==> config.mk <==
export PLATFORM = sky130hd
export DESIGN_NAME = mdu_iter
export DESIGN_NICKNAME = d
export VERILOG_FILES = /design/src/rtl/mdu_pkg.sv /design/src/rtl/mdu_step.sv /design/src/rtl/mdu_iter.sv
export SDC_FILE = /design/constraint.sdc
export NUM_CORES = 1
export LEC_CHECK = 0
export ABC_AREA = 1
export CAP_MARGIN = 20
export CORE_UTILIZATION = 55
export CTS_CLUSTER_SIZE = 10
export DETAILED_ROUTE_END_ITERATION = 12
export PLACE_DENSITY_LB_ADDON = 0.08
export SLEW_MARGIN = 20
export SYNTH_ARGS = -nofsm -noshare
export SYNTH_HDL_FRONTEND = slang
export SYNTH_HIERARCHICAL = 1
export SYNTH_SLANG_ARGS = --single-unit
==> constraint.sdc <==
create_clock -name clk -period 5.11 [get_ports clk]
set_clock_uncertainty 0.15 [all_clocks]
set_input_delay 0.7665 -clock clk [delete_from_list [all_inputs] [get_ports clk]]
set_output_delay 0.7665 -clock clk [all_outputs]
set_load 0.03 [all_outputs]
==> src/rtl/mdu_pkg.sv <==
// Shared encodings for the iterative multiply/divide unit: op codes, FSM states
// and the iteration-counter width helper.
package mdu_pkg;

    localparam logic [1:0] MDU_MULT  = 2'b00;
    localparam logic [1:0] MDU_MULTU = 2'b01;
    localparam logic [1:0] MDU_DIV   = 2'b10;
    localparam logic [1:0] MDU_DIVU  = 2'b11;

    typedef enum logic [2:0] {
        S_IDLE = 3'd0,
        S_PREP = 3'd1,
        S_RUN  = 3'd2,
        S_FIX  = 3'd3,
        S_DONE = 3'd4
    } state_e;

    // Bits needed to count 0..WIDTH/UNROLL-1 (at least one bit).
    function automatic int cnt_width(input int width, input int unroll);
        int n;
        int w;
        n = width / unroll;
        w = 1;
        while ((1 << w) < n) w++;
        return w;
    endfunction

endpackage

==> src/rtl/mdu_step.sv <==
// One RUN cycle of the datapath: UNROLL chained shift-add (multiply) or
// restoring shift-subtract (divide) cells operating on the {hi, lo} pair.
module mdu_step #(
    parameter int WIDTH  = 32,
    parameter int UNROLL = 1
) (
    input  logic             is_div_i,
    input  logic [WIDTH-1:0] hi_i,
    input  logic [WIDTH-1:0] lo_i,
    input  logic [WIDTH-1:0] m_i,
    output logic [WIDTH-1:0] hi_o,
    output logic [WIDTH-1:0] lo_o
);

    logic [WIDTH-1:0] h;
    logic [WIDTH-1:0] l;
    logic [WIDTH:0]   sum;
    logic [WIDTH:0]   rsh;

    always_comb begin
        // NOTE: every variable gets a default before any branch so no latch is inferred.
        h   = hi_i;
        l   = lo_i;
        sum = '0;
        rsh = '0;
        for (int i = 0; i < UNROLL; i++) begin
            if (is_div_i) begin
                // Partial remainder stays below the divisor, so the W-bit difference is exact.
                rsh = {h, l[WIDTH-1]};
                if (rsh >= {1'b0, m_i}) begin
                    h = rsh[WIDTH-1:0] - m_i;
                    l = {l[WIDTH-2:0], 1'b1};
                end else begin
                    h = rsh[WIDTH-1:0];
                    l = {l[WIDTH-2:0], 1'b0};
                end
            end else begin
                sum = {1'b0, h} + (l[0] ? {1'b0, m_i} : '0);
                h   = sum[WIDTH:1];
                l   = {sum[0], l[WIDTH-1:1]};
            end
        end
        hi_o = h;
        lo_o = l;
    end

endmodule

==> src/rtl/mdu_iter.sv <==
// Iterative MULT/MULTU/DIV/DIVU unit with busy/done handshake driving the
// HiLo write port; magnitudes are iterated, signs restored in FIX.
module mdu_iter
    import mdu_pkg::*;
#(
    parameter int WIDTH  = 32,
    parameter int UNROLL = 1
) (
    input  logic             clk,
    input  logic             rst,
    input  logic             start_i,
    input  logic             cancel_i,
    input  logic [1:0]       op_i,
    input  logic [WIDTH-1:0] opa_i,
    input  logic [WIDTH-1:0] opb_i,
    output logic             busy,
    output logic             done,
    output logic             div_zero,
    output logic [WIDTH-1:0] wHiData,
    output logic [WIDTH-1:0] wLoData,
    output logic             whi,
    output logic             wlo
);

    localparam int N  = WIDTH / UNROLL;
    localparam int CW = cnt_width(WIDTH, UNROLL);
    localparam logic [CW-1:0] CNT_LAST = CW'(N - 1);

    state_e           state_q, state_d;
    logic [CW-1:0]    cnt_q;
    logic [1:0]       op_q;
    logic [WIDTH-1:0] a_q, m_q, hi_q, lo_q;
    logic             neg_lo_q, neg_hi_q, dz_q;
    logic [WIDTH-1:0] res_hi_q, res_lo_q;

    logic             is_div, sa, sb;
    logic [WIDTH-1:0] abs_a, abs_b;
    logic [WIDTH-1:0] step_hi, step_lo;
    logic [2*WIDTH-1:0] prod_fix;
    logic [WIDTH-1:0] fix_hi, fix_lo;

    assign is_div = op_q[1];

    always_ff @(posedge clk) begin
        if (!rst) state_q <= S_IDLE;
        else      state_q <= state_d;
    end

    always_comb begin
        state_d = state_q;
        if (cancel_i) begin
            state_d = S_IDLE;
        end else begin
            unique case (state_q)
                S_IDLE:  if (start_i) state_d = S_PREP;
                S_PREP:  state_d = S_RUN;
                S_RUN:   if (cnt_q == CNT_LAST) state_d = S_FIX;
                S_FIX:   state_d = S_DONE;
                S_DONE:  state_d = S_IDLE;
                default: state_d = S_IDLE;
            endcase
        end
    end

    always_comb begin
        busy     = (state_q == S_PREP) || (state_q == S_RUN) || (state_q == S_FIX);
        done     = (state_q == S_DONE);
        whi      = done;
        wlo      = done;
        div_zero = done && dz_q;
        wHiData  = res_hi_q;
        wLoData  = res_lo_q;
    end

    // Unsigned ops see their operands as magnitudes with positive sign.
    always_comb begin
        sa    = !op_q[0] && a_q[WIDTH-1];
        sb    = !op_q[0] && m_q[WIDTH-1];
        abs_a = sa ? -a_q : a_q;
        abs_b = sb ? -m_q : m_q;
    end

    mdu_step #(.WIDTH(WIDTH), .UNROLL(UNROLL)) u_step (
        .is_div_i (is_div),
        .hi_i     (hi_q),
        .lo_i     (lo_q),
        .m_i      (m_q),
        .hi_o     (step_hi),
        .lo_o     (step_lo)
    );

    // A zero divisor leaves the dividend in hi after sign restore; only lo needs forcing.
    always_comb begin
        prod_fix = neg_lo_q ? -{hi_q, lo_q} : {hi_q, lo_q};
        fix_hi   = prod_fix[2*WIDTH-1:WIDTH];
        fix_lo   = prod_fix[WIDTH-1:0];
        if (is_div) begin
            fix_hi = neg_hi_q ? -hi_q : hi_q;
            fix_lo = dz_q ? '1 : (neg_lo_q ? -lo_q : lo_q);
        end
    end

    // NOTE: working registers are reloaded on every accepted start, so only results and flags reset.
    always_ff @(posedge clk) begin
        if (!rst) begin
            res_hi_q <= '0;
            res_lo_q <= '0;
            dz_q     <= 1'b0;
        end else begin
            // NOTE: non-blocking assignments so every register samples pre-edge values.
            unique case (state_q)
                S_IDLE: begin
                    if (state_d == S_PREP) begin
                        op_q <= op_i;
                        a_q  <= opa_i;
                        m_q  <= opb_i;
                    end
                end
                S_PREP: begin
                    hi_q     <= '0;
                    lo_q     <= is_div ? abs_a : abs_b;
                    m_q      <= is_div ? abs_b : abs_a;
                    neg_lo_q <= sa ^ sb;
                    neg_hi_q <= sa;
                    dz_q     <= is_div && (m_q == '0);
                    cnt_q    <= '0;
                end
                S_RUN: begin
                    hi_q  <= step_hi;
                    lo_q  <= step_lo;
                    cnt_q <= cnt_q + CW'(1);
                end
                S_FIX: begin
                    if (state_d == S_DONE) begin
                        res_hi_q <= fix_hi;
                        res_lo_q <= fix_lo;
                    end
                end
                default: ;
            endcase
        end
    end

endmodule

Word-level counts from Yosys, hierarchy flattened

Index checks and enable logic that the tools add are counted.
W data, S select, Z words.

Input port bits: 70
Logic and storage cells: 70
Output and inout bits: 69
Bits in registers: 205

Reductions and logical operators: 16
Bitwise gates (word level): 1
Add/sub/neg operators: 8
Muxes and demuxes: 24
$lt $le $gt $ge: 1
Eq/ne operators: 8

Operators with widths:

| operator              | count |
|---|---|
| $mux W32              | 14 |
| $pmux W32 S2          | 3 |
| $neg A32 Y32          | 4 |
| $mux W64              | 1 |
| $neg A64 Y64          | 1 |
| $add A32 B33 Y33      | 1 |
| $ge A33 B32 Y1        | 1 |
| $logic_not A32 Y1     | 1 |
| $sub A32 B32 Y32      | 1 |
| $pmux W3 S4           | 1 |
| $pmux W5 S2           | 1 |
| $mux W3               | 3 |
| $eq A3 B1 Y1 const B  | 2 |
| $eq A3 B2 Y1 const B  | 2 |
| $eq A3 B3 Y1 const B  | 2 |
| $reduce_and A2 Y1     | 3 |
| $reduce_and A3 Y1     | 2 |
| $add A5 B1 Y5 const B | 1 |
| $eq A5 B5 Y1 const B  | 1 |
| $logic_and A1 B1 Y1   | 4 |
| $reduce_bool A2 Y1    | 2 |
| $logic_not A3 Y1      | 1 |
| $logic_or A1 B1 Y1    | 2 |
| $ne A2 B2 Y1 const B  | 1 |
| other kinds (3)       | 3 |

Longest topological paths before layout

Depth in word-level cells: 7
Mapped depth: 19
Depth with buffers taken out: 18

Modules after synthesis

The synthesis kept the hierarchy.

Modules (own cells, without submodules):

| module   | times used | area each (µm²) | sequential area each (µm²) | cells an instance |
|---|---|---|---|---|
| mdu_iter | 1          | 12,575.8        | 5,475.3                    | 1,743 |
| mdu_step | 1          | 6,164.7         | 0.0                        | 1,274 |

Worst setup path after synthesis

No wires, ideal clock.

Path type: input port to flip-flop
Start: input port start_i
End: register m_q[10], enable pin
Required time: 4,574 ps
Setup time: 386 ps
Slack: 326 ps
Arrival: 4,248 ps
Cell stages on the path: 5
Cell sequence: a32o_1 -> nand2_1 -> nor3_1 -> nor2_1 -> inv_1

Word-level cells in the longest chain between the ends: 6

Ends and longest elaborated chain:

| item                               | RTL line        | source |
|---|---|---|
| start: declaration                 | mdu_iter.sv:11  | `input logic start_i,` |
| $mux W3                            | mdu_iter.sv:55  | `S_IDLE: if (start_i) state_d = S_PREP;` |
| $pmux W3 S4                        | mdu_iter.sv:54  | `unique case (state_q)` |
| $mux W3                            | mdu_iter.sv:51  | `if (cancel_i) begin` |
| $eq A3 B1 Y1                       | mdu_iter.sv:113 | `if (state_d == S_PREP) begin` |
| $ne A2 B2 Y1 (no source line)      | --              |  |
| $reduce_and A3 Y1 (no source line) | --              |  |
| end signal: assignment             | mdu_iter.sv:116 | `m_q <= opb_i;` |
| end signal: assignment             | mdu_iter.sv:122 | `m_q <= is_div ? abs_b : abs_a;` |
| end: declaration                   | mdu_iter.sv:32  | `logic [WIDTH-1:0] a_q, m_q, hi_q, lo_q;` |

Every way passes these cells.
A chain may end at the register's enable or synchronous reset.

Worst setup path after layout

Start: register m_q[28]
End: register hi_q[21] (data pin)

Word-level cells in the longest chain between the ends: 4

Ends and longest elaborated chain:

| item                   | RTL line        | source |
|---|---|---|
| $ge A33 B32 Y1         | mdu_step.sv:30  | `if (rsh >= {1'b0, m_i}) begin` |
| $mux W32               | mdu_step.sv:30  |  |
| $mux W32               | mdu_step.sv:27  | `if (is_div_i) begin` |
| named net step_hi[21]  | mdu_iter.sv:38  | `logic [WIDTH-1:0] step_hi, step_lo;` |
| $pmux W32 S2           | mdu_iter.sv:111 | `unique case (state_q)` |
| end signal: assignment | mdu_iter.sv:129 | `hi_q <= step_hi;` |
| end: declaration       | mdu_iter.sv:32  |  |

The timed path passes the listed nets, and every way through them passes these cells.

==> flow_summary.ini <==
[setup_path]
crit_type = reg2reg
critical_path_required_ns = 5.22
r2r_setup_slack_ns = 1.73
start_kind = flop
arrival_ns = 3.49
end_kind = flop
reg2regPathDepth = 14
worst_path_largest_cell_delay_ns = 0.60
cpMostUsedCell = nand2_1
path_max_fanout = 33
reg2reg_to = hi_q[21]
cpMaxStageDelayCell = edfxtp_1
crit_chain = inv_1 > ha_1 > a21oi_1 > nand2_1 > a21oi_2 > nand2_2 > nor2_8 > nand2_8 > nand2_1 > nand2_1 > nand2_1 > nand2_1 > inv_1 > nor2_1
r2r-start = m_q[28]

[clock_network]
htree_levels = 1
ctsResizeCount = 0
cts.sinks = 205
cts_setup_buffers = 0
path_clk_slew_ns = 0.06
cts_root_buffer = clkbuf_16
tritoncts = built
cts_hold_buf = 0
worstSkewPairLatency_ns = 0.56
cts_buffer_depth = 3
cts_buffers = 26

[drt]
drc = 0
drt_iter0_drc = 1963
detail-route-antenna-nets = 0
viasPerCell = 5.71
drtPass1Iterations = 6
wl_per_cell_um = 19.1
wl_um = 68300
vias = 20400

[synthesis]
synth_edf_count = 137
synth-seq-cells = 205
ys_async_sr_fraction = 0
ys_warn_count = 6
synth_fp_nets = 3159
yosys_most_used_dff = edfxtp_1
syn_area_um2 = 18700
syn_inst = 3017
synth_cell_type_count = 52
yosysSeqAreaShare = 0.292
syn_area_per_cell_um2 = 6.21

[global_route]
grt.overflow.total = 0
grt_usage = 0.388
grt_max_degree = 90
grt_pass1_wl_um = 105000
antenna_found_initial = 0
grt_pass1_vias = 19300

[power]
peakVddDrop_uv = 314
leakage_uw = 0.0101
p_per_area_nw_per_um2 = 206
p_total_uw = 4370

[floorplan]
die_area_um2 = 34800
start_util = 0.559
chipHeight_um = 187
num_io_pins = 139
core_area_um2 = 33500
die_width_um = 187
num_rows = 67

[final_layout]
final_layout_size_suffix_gt1_frac = 0.0486
syn2layout_area_growth_pct = 13.1
final_util = 0.632
final_nets = 3253
fillers = 3214
final_cells = 3577
antennaDiodeCount = 0

[place]
numPortBuffers = 138
dpl.cell_count = 3530
gp_congestion = 1.02
dp_hpwl_um = 53500

[timing]
max_slew_margin = 0.300
fmax_mhz = 296
tns_ns = 0
setup_viol = 0
worstMarginPinSlew_ns = 1.05
hold_viol = 0
fin_crit_ns = 3.38
rsz0062_at_grt = false
final.period_utilization = 0.661
slew_violations = 0

[hold_path]
hold_class = reg2reg
min_to = dz_q
worstHoldPathCells = 2
holdCritStartpoint = dz_q

[status]
run_status = finished, final reports clean

[run]
drv_cap = 0
how the worst max path moves through the flow:
stage,from,to,slack (ns),cells after the start
CTS,lo_q[0],hi_q[31],1.63,17
finish,m_q[28],hi_q[21],1.73,14
global placement,rst,m_q[23],1.63,8
detailed placement,rst,m_q[19],1.58,8
global route,m_q[28],hi_q[21],1.55,14
floorplan,start_i,m_q[10],0.33,5
sequential cells by signal, summed over array words and instances (netlist names):
signal,count
a_q,32
wLoData,32
wHiData,32
dz_q,1
hi_q,32
cnt_q,5
neg_hi_q,1
lo_q,32
m_q,32
neg_lo_q,1
state_q,3
op_q,2
routing by layer:
layer	up-vias	GRT usage	share of wire
met1	9219	0.468	0.38
li1	9863	-	-
met5	-	0	0
met4	0	0.248	0.071
met3	259	0.0489	0.082
met2	1095	0.656	0.46
worst max-delay path: cells and delay by family (launching register included):
| kind | cells | cell delay, ns |
|---|---|---|
| adders and majority gates | 1 | 0.39 |
| AOI/OAI and AO/OA | 2 | 0.41 |
| and+or+nand+nor | 9 | 1.36 |
| buffers and inverters | 2 | 0.15 |
| DFF | 1 | 0.60 |
where the power goes:
| group | leakage, µW | internal [µW] | switching [µW] |
|---|---|---|---|
| Combinational | 0.00793 | 262 | 489 |
| Sequential | 0.00181 | 1810 | 72.1 |
| Clock | 0.000385 | 1010 | 724 |
cells in the final DEF (no fill, tap or decap), drive strengths merged, types with 11 or more instances in the layout:
cell / Yosys / routed
edfxtp: 137 / 137
nand3b: 35 / 35
dfxtp: 68 / 68
nand4: 31 / 31
nor3: 27 / 27
nor2: 419 / 419
xnor2: 31 / 31
clkdlybuf4s50: 0 / 138
ha: 70 / 70
or2: 17 / 17
nand3: 256 / 256
inv: 422 / 423
o211ai: 11 / 11
o21ai: 196 / 196
buf: 44 / 17
xor2: 50 / 50
clkbuf: 45 / 43
nand2: 966 / 966
a21oi: 136 / 136
through the flow:
| stage | cell area (µm²) | hold slack, ns | setup slack [ns] |
|---|---|---|---|
| global route | 21200 | 0.389 | 1.55 |
| global placement | 20400 | 0.323 | 1.63 |
| detailed placement | 20400 | 0.354 | 1.58 |
| finish | 21200 | 0.365 | 1.73 |
| floorplan | 18700 | 0.304 | 0.326 |
| CTS | 21200 | 0.364 | 1.63 |
Yosys cell counts, drive strengths merged (2+ instances only):
master    n  area (µm²)
ha       70         876
or2      17         106
a21o      5        37.5
dfxtp    68        1360
o22a      2        17.5
o21bai   10        75.1
a22oi     3        22.5
a21oi   136         703
fa        2        40.0
nand3   256        1310
xnor2    31         272
buf      44         274
o31ai     2        15.0
o21a      5        37.5
a31oi    10        62.6
clkbuf   45         169
and2      4        25.0
o21ai   196        1000
nor4      4        25.0
o211ai   11        82.6
nand2   966        3680
nand4    31         194
edfxtp  137        4110
o221ai    4        35.0
nor3     27         140
xor2     50         438
inv     422        1580
nand3b   35         263
nor2    419        1740
cell families (layout without fill, tap and decap cells):
| kind of cell | after synthesis | after routing | share of synthesized area |
|---|---|---|---|
| buf+inv | 511 | 623 | 0.108 |
| fa+ha+maj | 72 | 72 | 0.0489 |
| simple gates | 1762 | 1762 | 0.400 |
| flops | 205 | 205 | 0.292 |
| compound gates | 386 | 386 | 0.113 |
| xor+xnor | 81 | 81 | 0.0379 |
final cells by class:
class,count,area (µm²),area share
Timing Repair Buffer,155,1530,0.0721
Tap cell,448,561,0.0264
Multi-Input combinational cell,2301,11300,0.531
Clock inverter,3,45.0,0.00212
Clock buffer,43,754,0.0356
Sequential cell,205,5480,0.258
Inverter,422,1580,0.0747
No activity file was read; power rests on OpenSTA's default activity.
